===== config.mk =====
export PLATFORM = sky130hd
export DESIGN_NAME = fifo_access_ctrl
export DESIGN_NICKNAME = d
export VERILOG_FILES = /design/src/rtl/fifo_access_ctrl_pkg.sv /design/src/rtl/fifo_access_ctrl_rr_arbiter.sv /design/src/rtl/fifo_access_ctrl.sv
export SDC_FILE = /design/constraint.sdc
export NUM_CORES = 1
export LEC_CHECK = 0
export CORE_MARGIN = 10
export CORE_UTILIZATION = 20
export CTS_CLUSTER_DIAMETER = 120
export DETAILED_ROUTE_END_ITERATION = 12
export GPL_TIMING_DRIVEN = 0
export PLACE_DENSITY_LB_ADDON = 0.3
export REMOVE_ABC_BUFFERS = 1
export SYNTH_ARGS = -nofsm -noshare
export SYNTH_HDL_FRONTEND = slang
export SYNTH_SLANG_ARGS = --single-unit

===== constraint.sdc =====
create_clock -name clk -period 2.36 [get_ports clk]
set_input_delay 0.472 -clock clk [delete_from_list [all_inputs] [get_ports clk]]
set_output_delay 0.472 -clock clk [all_outputs]
set_load 0.05 [all_outputs]

===== src/rtl/fifo_access_ctrl_pkg.sv =====
// Shared definitions for the FIFO access controller: per-cycle operation
// encoding (also used to remember the last granted operation) and op selection.
package fifo_access_ctrl_pkg;

  typedef enum logic [1:0] {
    OP_IDLE  = 2'd0,
    OP_WRITE = 2'd1,
    OP_READ  = 2'd2
  } op_e;

  // Under contention the side that did not go last wins, so neither starves.
  function automatic op_e pick_op(input logic wr_cand, input logic rd_cand,
                                  input op_e last_op);
    if (wr_cand && rd_cand) return (last_op == OP_WRITE) ? OP_READ : OP_WRITE;
    if (wr_cand)            return OP_WRITE;
    if (rd_cand)            return OP_READ;
    return OP_IDLE;
  endfunction

endpackage


===== src/rtl/fifo_access_ctrl_rr_arbiter.sv =====
// Combinational round-robin arbiter: first asserted request at or above
// rr_ptr, wrapping around. The pointer itself lives in the parent.
module rr_arbiter #(
  parameter  int kReqNum = 2,
  localparam int kIdxW   = $clog2(kReqNum)
) (
  input  logic [kReqNum-1:0] req,
  input  logic [kIdxW-1:0]   rr_ptr,
  output logic [kReqNum-1:0] grant,
  output logic [kIdxW-1:0]   grant_idx,
  output logic               any
);

  int j;

  always_comb begin
    grant     = '0;
    grant_idx = '0;
    any       = 1'b0;
    j         = 0;
    for (int i = 0; i < kReqNum; i++) begin
      j = int'(rr_ptr) + i;
      if (j >= kReqNum) j = j - kReqNum;
      if (!any && req[j]) begin
        any       = 1'b1;
        grant_idx = kIdxW'(j);
        grant[j]  = 1'b1;
      end
    end
  end

endmodule


===== src/rtl/fifo_access_ctrl.sv =====
// Sequences one shared FIFO: each cycle grants exactly one of a round-robin
// arbitrated WRITE, a valid/ready READ, or IDLE.
module fifo_access_ctrl
  import fifo_access_ctrl_pkg::*;
#(
  parameter int kWidth     = 32,
  parameter int kAddrWidth = 4,
  parameter int kReqNum    = 2
) (
  input  logic                      clk,
  input  logic                      rst,
  input  logic                      flush,
  input  logic [kReqNum-1:0]        req_valid,
  input  logic [kReqNum*kWidth-1:0] req_data,
  output logic [kReqNum-1:0]        req_ready,
  input  logic                      deq_ready,
  output logic                      deq_valid,
  output logic [kWidth-1:0]         deq_data,
  output logic [kAddrWidth:0]       count,
  output logic                      fifo_flush,
  output logic                      fifo_write_en,
  output logic [kWidth-1:0]         fifo_write_data,
  output logic                      fifo_read_en,
  input  logic [kWidth-1:0]         fifo_read_data,
  input  logic                      fifo_is_full,
  input  logic                      fifo_is_empty
);

  localparam int kIdxW = $clog2(kReqNum);

  logic [kIdxW-1:0]   rr_ptr_q, rr_ptr_d;
  op_e                last_op_q, last_op_d;
  logic [kAddrWidth:0] count_q, count_d;

  logic [kReqNum-1:0] grant;
  logic [kIdxW-1:0]   grant_idx;
  logic               arb_any;
  logic               wr_cand, rd_cand;
  op_e                op;

  rr_arbiter #(.kReqNum(kReqNum)) u_arb (
    .req       (req_valid),
    .rr_ptr    (rr_ptr_q),
    .grant     (grant),
    .grant_idx (grant_idx),
    .any       (arb_any)
  );

  // Reset and flush both suppress every grant.
  always_comb begin
    wr_cand = arb_any && !fifo_is_full;
    rd_cand = deq_ready && !fifo_is_empty;
    op      = OP_IDLE;
    if (rst && !flush) op = pick_op(wr_cand, rd_cand, last_op_q);
  end

  always_comb begin
    fifo_flush      = rst && flush;
    fifo_write_en   = (op == OP_WRITE);
    req_ready       = fifo_write_en ? grant : '0;
    fifo_write_data = fifo_write_en ? req_data[grant_idx*kWidth +: kWidth] : '0;
    fifo_read_en    = (op == OP_READ);
    deq_valid       = fifo_read_en;
    deq_data        = fifo_read_en ? fifo_read_data : '0;
    count           = count_q;
  end

  always_comb begin
    rr_ptr_d  = rr_ptr_q;
    last_op_d = last_op_q;
    count_d   = count_q;
    if (flush) begin
      rr_ptr_d  = '0;
      last_op_d = OP_READ;
      count_d   = '0;
    end else if (op == OP_WRITE) begin
      rr_ptr_d  = (grant_idx == kIdxW'(kReqNum - 1)) ? '0 : grant_idx + 1'b1;
      last_op_d = OP_WRITE;
      count_d   = count_q + 1'b1;
    end else if (op == OP_READ) begin
      last_op_d = OP_READ;
      count_d   = count_q - 1'b1;
    end
  end

  always_ff @(posedge clk) begin
    if (!rst) begin
      rr_ptr_q  <= '0;
      last_op_q <= OP_READ;
      count_q   <= '0;
    end else begin
      rr_ptr_q  <= rr_ptr_d;
      last_op_q <= last_op_d;
      count_q   <= count_d;
    end
  end

endmodule


==> impl_metrics.json, run 1 <==
{
  "drv_cap": 0,
  "fin_skew_ns": 0.000447,
  "clk_latency_ns": 0.23,
  "max_freq_mhz": 393,
  "post-route-util_pct": 64.4,
  "grt_max_degree": 17,
  "drtPass1Iterations": 4,
  "fp.coreArea_mm2": 0.00520,
  "p_switching_mw": 0.252,
  "ys_seq_elements": 8,
  "htreeDepth": 1,
  "slew_viol_final": 0,
  "p_comb_share_pct": 58.7,
  "synthFlopType": "dfxtp_1",
  "grt_pass1_wl_um": 11300,
  "worst_r2r_path_depth": 13,
  "place_area_mm2": 0.00287,
  "hold_viol": 0,
  "numCtsBuffers": 3,
  "viasPerCell": 4.48,
  "p_clk_share_pct": 22.4,
  "netlist.area_leader.share_pct": 25.7,
  "hold_start": "count[4]",
  "synthTopCellsByCount": "and2_1 (34), a22o_1 (32), nor2_1 (9)",
  "yosysWarningCount": 0,
  "cellLeakagePower_nw": 1.49,
  "finalInstanceArea_mm2": 0.00335,
  "arrival_ns": 2.07,
  "holdPathStages": 2,
  "dieArea_mm2": 0.00880,
  "syn_avg_cell_area_um2": 8.01,
  "rows": 26,
  "place_hpwl_um": 6640,
  "overflow": 0,
  "synth-seq-area-share_pct": 14.7,
  "netlist_area_mm2": 0.00109,
  "yosysMostFrequentCell": "and2_1",
  "synth-edff-count": 0,
  "holdWs_ns": 0.478,
  "antenna_found_initial": 0,
  "r2r-start": "last_op_q[0]",
  "status": "finished with violations",
  "p_seq_share_pct": 18.9,
  "hold_path_class": "flip-flop to flip-flop",
  "crit_fanout": 7,
  "die_h_um": 93.8,
  "nNetsFinal": 443,
  "grt_usage_pct": 16.8,
  "final_cells": 401,
  "cts_tree": "yes",
  "clock-sinks": 8,
  "gp_congestion": 0.884,
  "io_pins": 179,
  "clk_path_buf_depth": 2,
  "slew_headroom_pct": 66.3,
  "drive_gt1_share_pct": 38.7,
  "drt_iter0_markers": 42,
  "totalWireLength_um": 8400,
  "ys_types": 32,
  "finalSetupViolCount": 62,
  "layout_min_cycle_time_ns": 2.55,
  "cts.clk_slew.worst_paths_ns": 0.04,
  "crit_path_end_kind": "output port",
  "die_width_um": 93.8,
  "critical_path_class": "flip-flop to output port",
  "fill_cells": 439,
  "finalPower_mw": 0.751,
  "cp_data_required_time_ns": 1.89,
  "yosys-top-cells-area": "a22o_1 (26%), and2_1 (20%), dfxtp_1 (15%)",
  "rr_endpoint": "count[4]",
  "dpl.cell_count": 372,
  "initial_core_util_pct": 20.9,
  "worstMarginPinSlew_ns": 0.504,
  "violations": "setup timing",
  "p_per_area_mw_per_mm2": 224,
  "yosys.area.top_type": "a22o_1",
  "area_delta_synth_final_pct": 208,
  "cts_root_buf": "clkbuf_8",
  "antenna_left": 0,
  "vias": 1795,
  "diodes": 0,
  "fin_crit_sh_pct": 108,
  "route.detailed.drc": 0,
  "routedWlPerCell_um": 20.9,
  "min_to": "count[4]",
  "cp-start-kind": "flip-flop",
  "peakVddDrop_v": 0.000318,
  "p_int_mw": 0.499,
  "r2r_slack_ns": -0.15,
  "grt_pass1_vias": 1726,
  "synth_cells": 136,
  "portBuffers": 178,
  "fin_ws_ns": -0.185,
  "switching_share_pct": 33.6,
  "ys_async_sr_fraction_pct": 0,
  "rsz0062_at_grt": "true"
}
[worst max path at each step]
stage	startpoint	endpoint	slack, ns	cells after the start
2_1_floorplan	flush	fifo_write_data[0]	-1.55	7
3_3_place_gp	rst	fifo_write_data[18]	-2.21	9
3_5_place_dp	rst	fifo_write_data[18]	-2.26	9
4_1_cts	last_op_q[0]	fifo_write_data[17]	-0.23	10
5_1_grt	last_op_q[0]	fifo_write_data[17]	-0.24	10
6_report	last_op_q[0]	fifo_write_data[17]	-0.19	10
[power groups by stage]
stage | Combinational (mW) | Clock (mW) | Sequential, mW
4_1_cts | 0.435 | 0.171 | 0.142
3_3_place_gp | 0.391 | 0 | 0.144
2_1_floorplan | 0.149 | 0 | 0.152
3_5_place_dp | 0.395 | 0 | 0.144
6_report | 0.441 | 0.168 | 0.142
5_1_grt | 0.462 | 0.175 | 0.142
[through the flow]
| step | setup slack (ns) | TNS, ns |
|---|---|---|
| 2_1_floorplan | -1.55 | -74.20 |
| 3_3_place_gp | -2.21 | -118.34 |
| 3_5_place_dp | -2.26 | -120.69 |
| 4_1_cts | -0.227 | -8.75 |
| 5_1_grt | -0.240 | -10.19 |
| 6_report | -0.185 | -6.97 |
[cell families (layout without fill, tap and decap cells)]
kind of cell	count (synthesis)	after routing	share of synthesized area, %
buffers and inverters	16	209	9.30
AO/OA/AOI/OAI	44	44	32.8
flip-flops	8	8	14.7
multiplexers	3	3	2.76
adder cells (fa/ha/maj)	6	6	7.58
XOR/XNOR	2	2	1.61
AND/OR/NAND/NOR	57	59	31.2
[per-layer routing]
metal  GRT usage, %  share of wire [%]  vias up
li1               -                  -      879
met1           18.9                 38      825
met2           31.6                 54       84
met3           3.28                6.8        7
met4           2.91               0.93        0
met5              0                  0        -
[what timing repair did]
item	CTS	global route
setup buffers	18	5
setup endpoints to repair	75	71
gates cloned	3	0
pin swaps	26	4
hold buffers	0	0
resized for setup	520	22
[worst max-delay path, stage by stage (launching register included)]
cell and delay (ns):
dfxtp_2 0.31, nor2b_4 0.12, nor2b_1 0.12, or3_4 0.33, inv_2 0.08, ha_4 0.20, inv_8 0.06, nor2_4 0.14
buf_6 0.16, a22o_1 0.17, buf_6 0.16
[cell type report]
type,count,area (um^2),area share [%]
multi-input combinational,114,952,28.4
timing repair buffer,202,2090,62.3
inverter,4,22.5,0.672
tap,70,87.6,2.61
sequential,8,161,4.81
clock buffer,3,41.3,1.23
[registers in the layout (all words and copies together) (netlist names)]
| register | cells |
|---|---|
| rr_ptr_q | 1 |
| last_op_q | 2 |
| count | 5 |
[placed cells by master, fill, tap and decap left out, drive strengths merged]
cell / count
clkdlybuf4s50: 102
buf: 97
and2: 35
a22o: 32
nor2: 11
dfxtp: 8
clkbuf: 6
ha: 5
nor2b: 4
a21oi: 4
inv: 4
o21ai: 4
mux2i: 3
nand2b: 3
a21o: 2
nand3: 2
o21bai: 1
or3: 1
a211oi: 1
xor2: 1
or4: 1
nand4b: 1
xnor2: 1
nand2: 1
fa: 1
(Power assumes the default switching activity.)
==> run 2, diff against run 1 <==
Settings changed: CORE_UTILIZATION 20 to 26, SYNTH_HIERARCHICAL from default to 1.
Clock period 2.36 ns to 3.04 ns, I/O delays scaled along.
==> impl_metrics.json, run 2 <==
{
  "status": "completed",
  "netlist.area_leader.share_pct": 28.0,
  "hold_path_class": "flip-flop to flip-flop",
  "synthFlopType": "dfxtp_1",
  "routedWlPerCell_um": 17.6,
  "gp_congestion": 0.692,
  "slew_viol_final": 0,
  "holdPathStages": 2,
  "r2r_slack_ns": 0.59,
  "rsz0062_at_grt": "true",
  "fin_skew_ns": 0.00540,
  "final_cells": 412,
  "yosys.area.top_type": "mux2i_1",
  "cts_tree": "yes",
  "overflow": 0,
  "cts.clk_slew.worst_paths_ns": 0.04,
  "layout_commonest_cell": "clkdlybuf4s50_1",
  "drv_cap": 0,
  "synth-seq-area-share_pct": 12.8,
  "route.detailed.drc": 0,
  "hold_viol": 0,
  "synth_cells": 171,
  "grt_pass1_vias": 1930,
  "diodes": 0,
  "grt_pass1_wl_um": 10200,
  "grt_max_degree": 35,
  "rows": 25,
  "synth-edff-count": 0,
  "hold_start": "count[4]",
  "postCtsHoldBufs": 0,
  "clock-sinks": 8,
  "drtPass1Iterations": 4,
  "cp_data_required_time_ns": 2.43,
  "max_freq_mhz": 339,
  "p_seq_share_pct": 18.6,
  "nNetsFinal": 470,
  "crit_path_end_kind": "output port",
  "slew_headroom_pct": 63.5,
  "switching_share_pct": 33.8,
  "synthTopCellsByCount": "nor2_1 (39), and2_1 (35), mux2i_1 (35)",
  "fin_crit_sh_pct": 97.0,
  "ys_async_sr_fraction_pct": 0,
  "worstMarginPinSlew_ns": 0.546,
  "totalWireLength_um": 7240,
  "grt_usage_pct": 16.4,
  "syn_avg_cell_area_um2": 7.32,
  "dieArea_mm2": 0.00799,
  "peakVddDrop_v": 0.000131,
  "p_clk_share_pct": 21.9,
  "min_to": "count[4]",
  "p_per_area_mw_per_mm2": 185,
  "yosysWarningCount": 6,
  "fin_ws_ns": 0.0900,
  "fin_tns_setup_ns": 0,
  "die_width_um": 89.4,
  "ys_seq_elements": 8,
  "place_hpwl_um": 6020,
  "crit_fanout": 4,
  "fill_cells": 410,
  "cp-start-kind": "primary input",
  "yosys-top-cells-area": "mux2i_1 (28%), and2_1 (17%), dfxtp_1 (13%)",
  "final_cell_mix": "clkdlybuf4s50_1 (102), nor2_1 (36), and2_1 (35), mux2i_1 (35), buf_4 (26)",
  "area_delta_synth_final_pct": 154,
  "arrival_ns": 2.34,
  "place_ws_ns": -1.29,
  "dpl.cell_count": 392,
  "rr_endpoint": "count[4]",
  "ys_types": 30,
  "portBuffers": 178,
  "cts_root_buf": "clkbuf_8",
  "drt_iter0_markers": 23,
  "drive_gt1_share_pct": 29.3,
  "netlist_area_mm2": 0.00125,
  "yosysMostFrequentCell": "nor2_1",
  "antenna_left": 0,
  "io_pins": 179,
  "initial_core_util_pct": 26.7,
  "worst_r2r_path_depth": 12,
  "htreeDepth": 1,
  "r2r-start": "last_op_q[0]",
  "p_switching_mw": 0.199,
  "die_h_um": 89.4,
  "p_comb_share_pct": 59.5,
  "clk_latency_ns": 0.23,
  "fp.coreArea_mm2": 0.00469,
  "vias": 1896,
  "p_int_mw": 0.391,
  "antenna_found_initial": 0,
  "cellLeakagePower_nw": 1.45,
  "layout_min_cycle_time_ns": 2.95,
  "largest_reg_flops": 5,
  "numCtsBuffers": 3,
  "clk_path_buf_depth": 2,
  "viasPerCell": 4.60,
  "finalSetupViolCount": 0,
  "critical_path_class": "primary input to output port"
}
==> run 2: logic make-up (layout without fill, tap and decap cells) <==
group,after synthesis,in the layout,share of synthesized area (%)
xor+xnor,2,2,1.40
simple gates,91,91,38.3
fa+ha+maj,6,6,6.59
flops,8,8,12.8
mux,35,35,28.0
compound gates,13,13,6.79
buf+inv,16,203,6.19
==> run 2: power by group through the flow <==
stage / clock, mW / combinational, mW / sequential (mW)
5_1_grt: 0.142 / 0.375 / 0.110
2_1_floorplan: 0 / 0.150 / 0.118
4_1_cts: 0.130 / 0.348 / 0.110
3_3_place_gp: 0 / 0.340 / 0.112
6_report: 0.129 / 0.351 / 0.110
3_5_place_dp: 0 / 0.341 / 0.112
==> run 2: worst max-delay path, cell delays in order <==
cell             delay (ns)
clkdlybuf4s15_1        0.22
or2_4                  0.28
nor2b_1                0.13
o211ai_1               0.13
inv_2                  0.08
ha_4                   0.19
buf_12                 0.12
buf_4                  0.12
and2_1                 0.13
clkdlybuf4s15_2        0.33
==> run 2: worst max-delay path by stage <==
stage	startpoint	end	slack [ns]	depth (start not counted)
after global placement	req_valid[1]	fifo_write_data[25]	-4.47	5
final	req_valid[1]	req_ready[0]	0.09	10
after global routing	req_valid[1]	count[4]	-0.02	14
after CTS	fifo_is_empty	deq_data[7]	0.02	7
after floorplan	req_valid[1]	fifo_write_data[0]	-2.63	3
after detailed placement	req_valid[0]	fifo_write_data[31]	-1.29	9
==> run 2: what timing repair did <==
item / in CTS / in global routing
pin swaps: 6 / 5
cloned: 1 / 0
setup endpoints to repair: 73 / 38
buffers inserted: 12 / 4
resized for setup: 304 / 62
==> run 2: area by class of cell <==
class | count | area [um^2] | area share [%]
flip-flops and latches | 8 | 160 | 5.04
multi-input cells | 147 | 1080 | 34.1
clock buffers | 3 | 41.3 | 1.30
inverters | 4 | 18.8 | 0.590
repair inverters | 1 | 7.51 | 0.236
repair buffers | 195 | 1800 | 56.6
well taps | 54 | 67.6 | 2.12
==> run 2: routing by layer <==
| layer | track usage, % | vias to the layer above | part of all wire [%] | wire (um) |
|---|---|---|---|---|
| met1 | 15.1 | 825 | 36 | 2580 |
| met2 | 28.4 | 131 | 45 | 3280 |
| met4 | 2.60 | 0 | 0.48 | 35 |
| li1 | - | 936 | - | - |
| met5 | 0 | - | 0 | 0 |
| met3 | 13.2 | 4 | 19 | 1350 |
==> run 2: metrics by stage <==
step	util [%]	hold WS (ns)	power (mW)	instance area [um^2]
global placement	64.8	0.460	0.452	3040
floorplan	-	0.476	0.268	1190
finish	67.8	0.482	0.590	3180
CTS	68.3	0.485	0.588	3200
global route	67.8	0.516	0.627	3180
detailed placement	65.6	0.473	0.452	3080
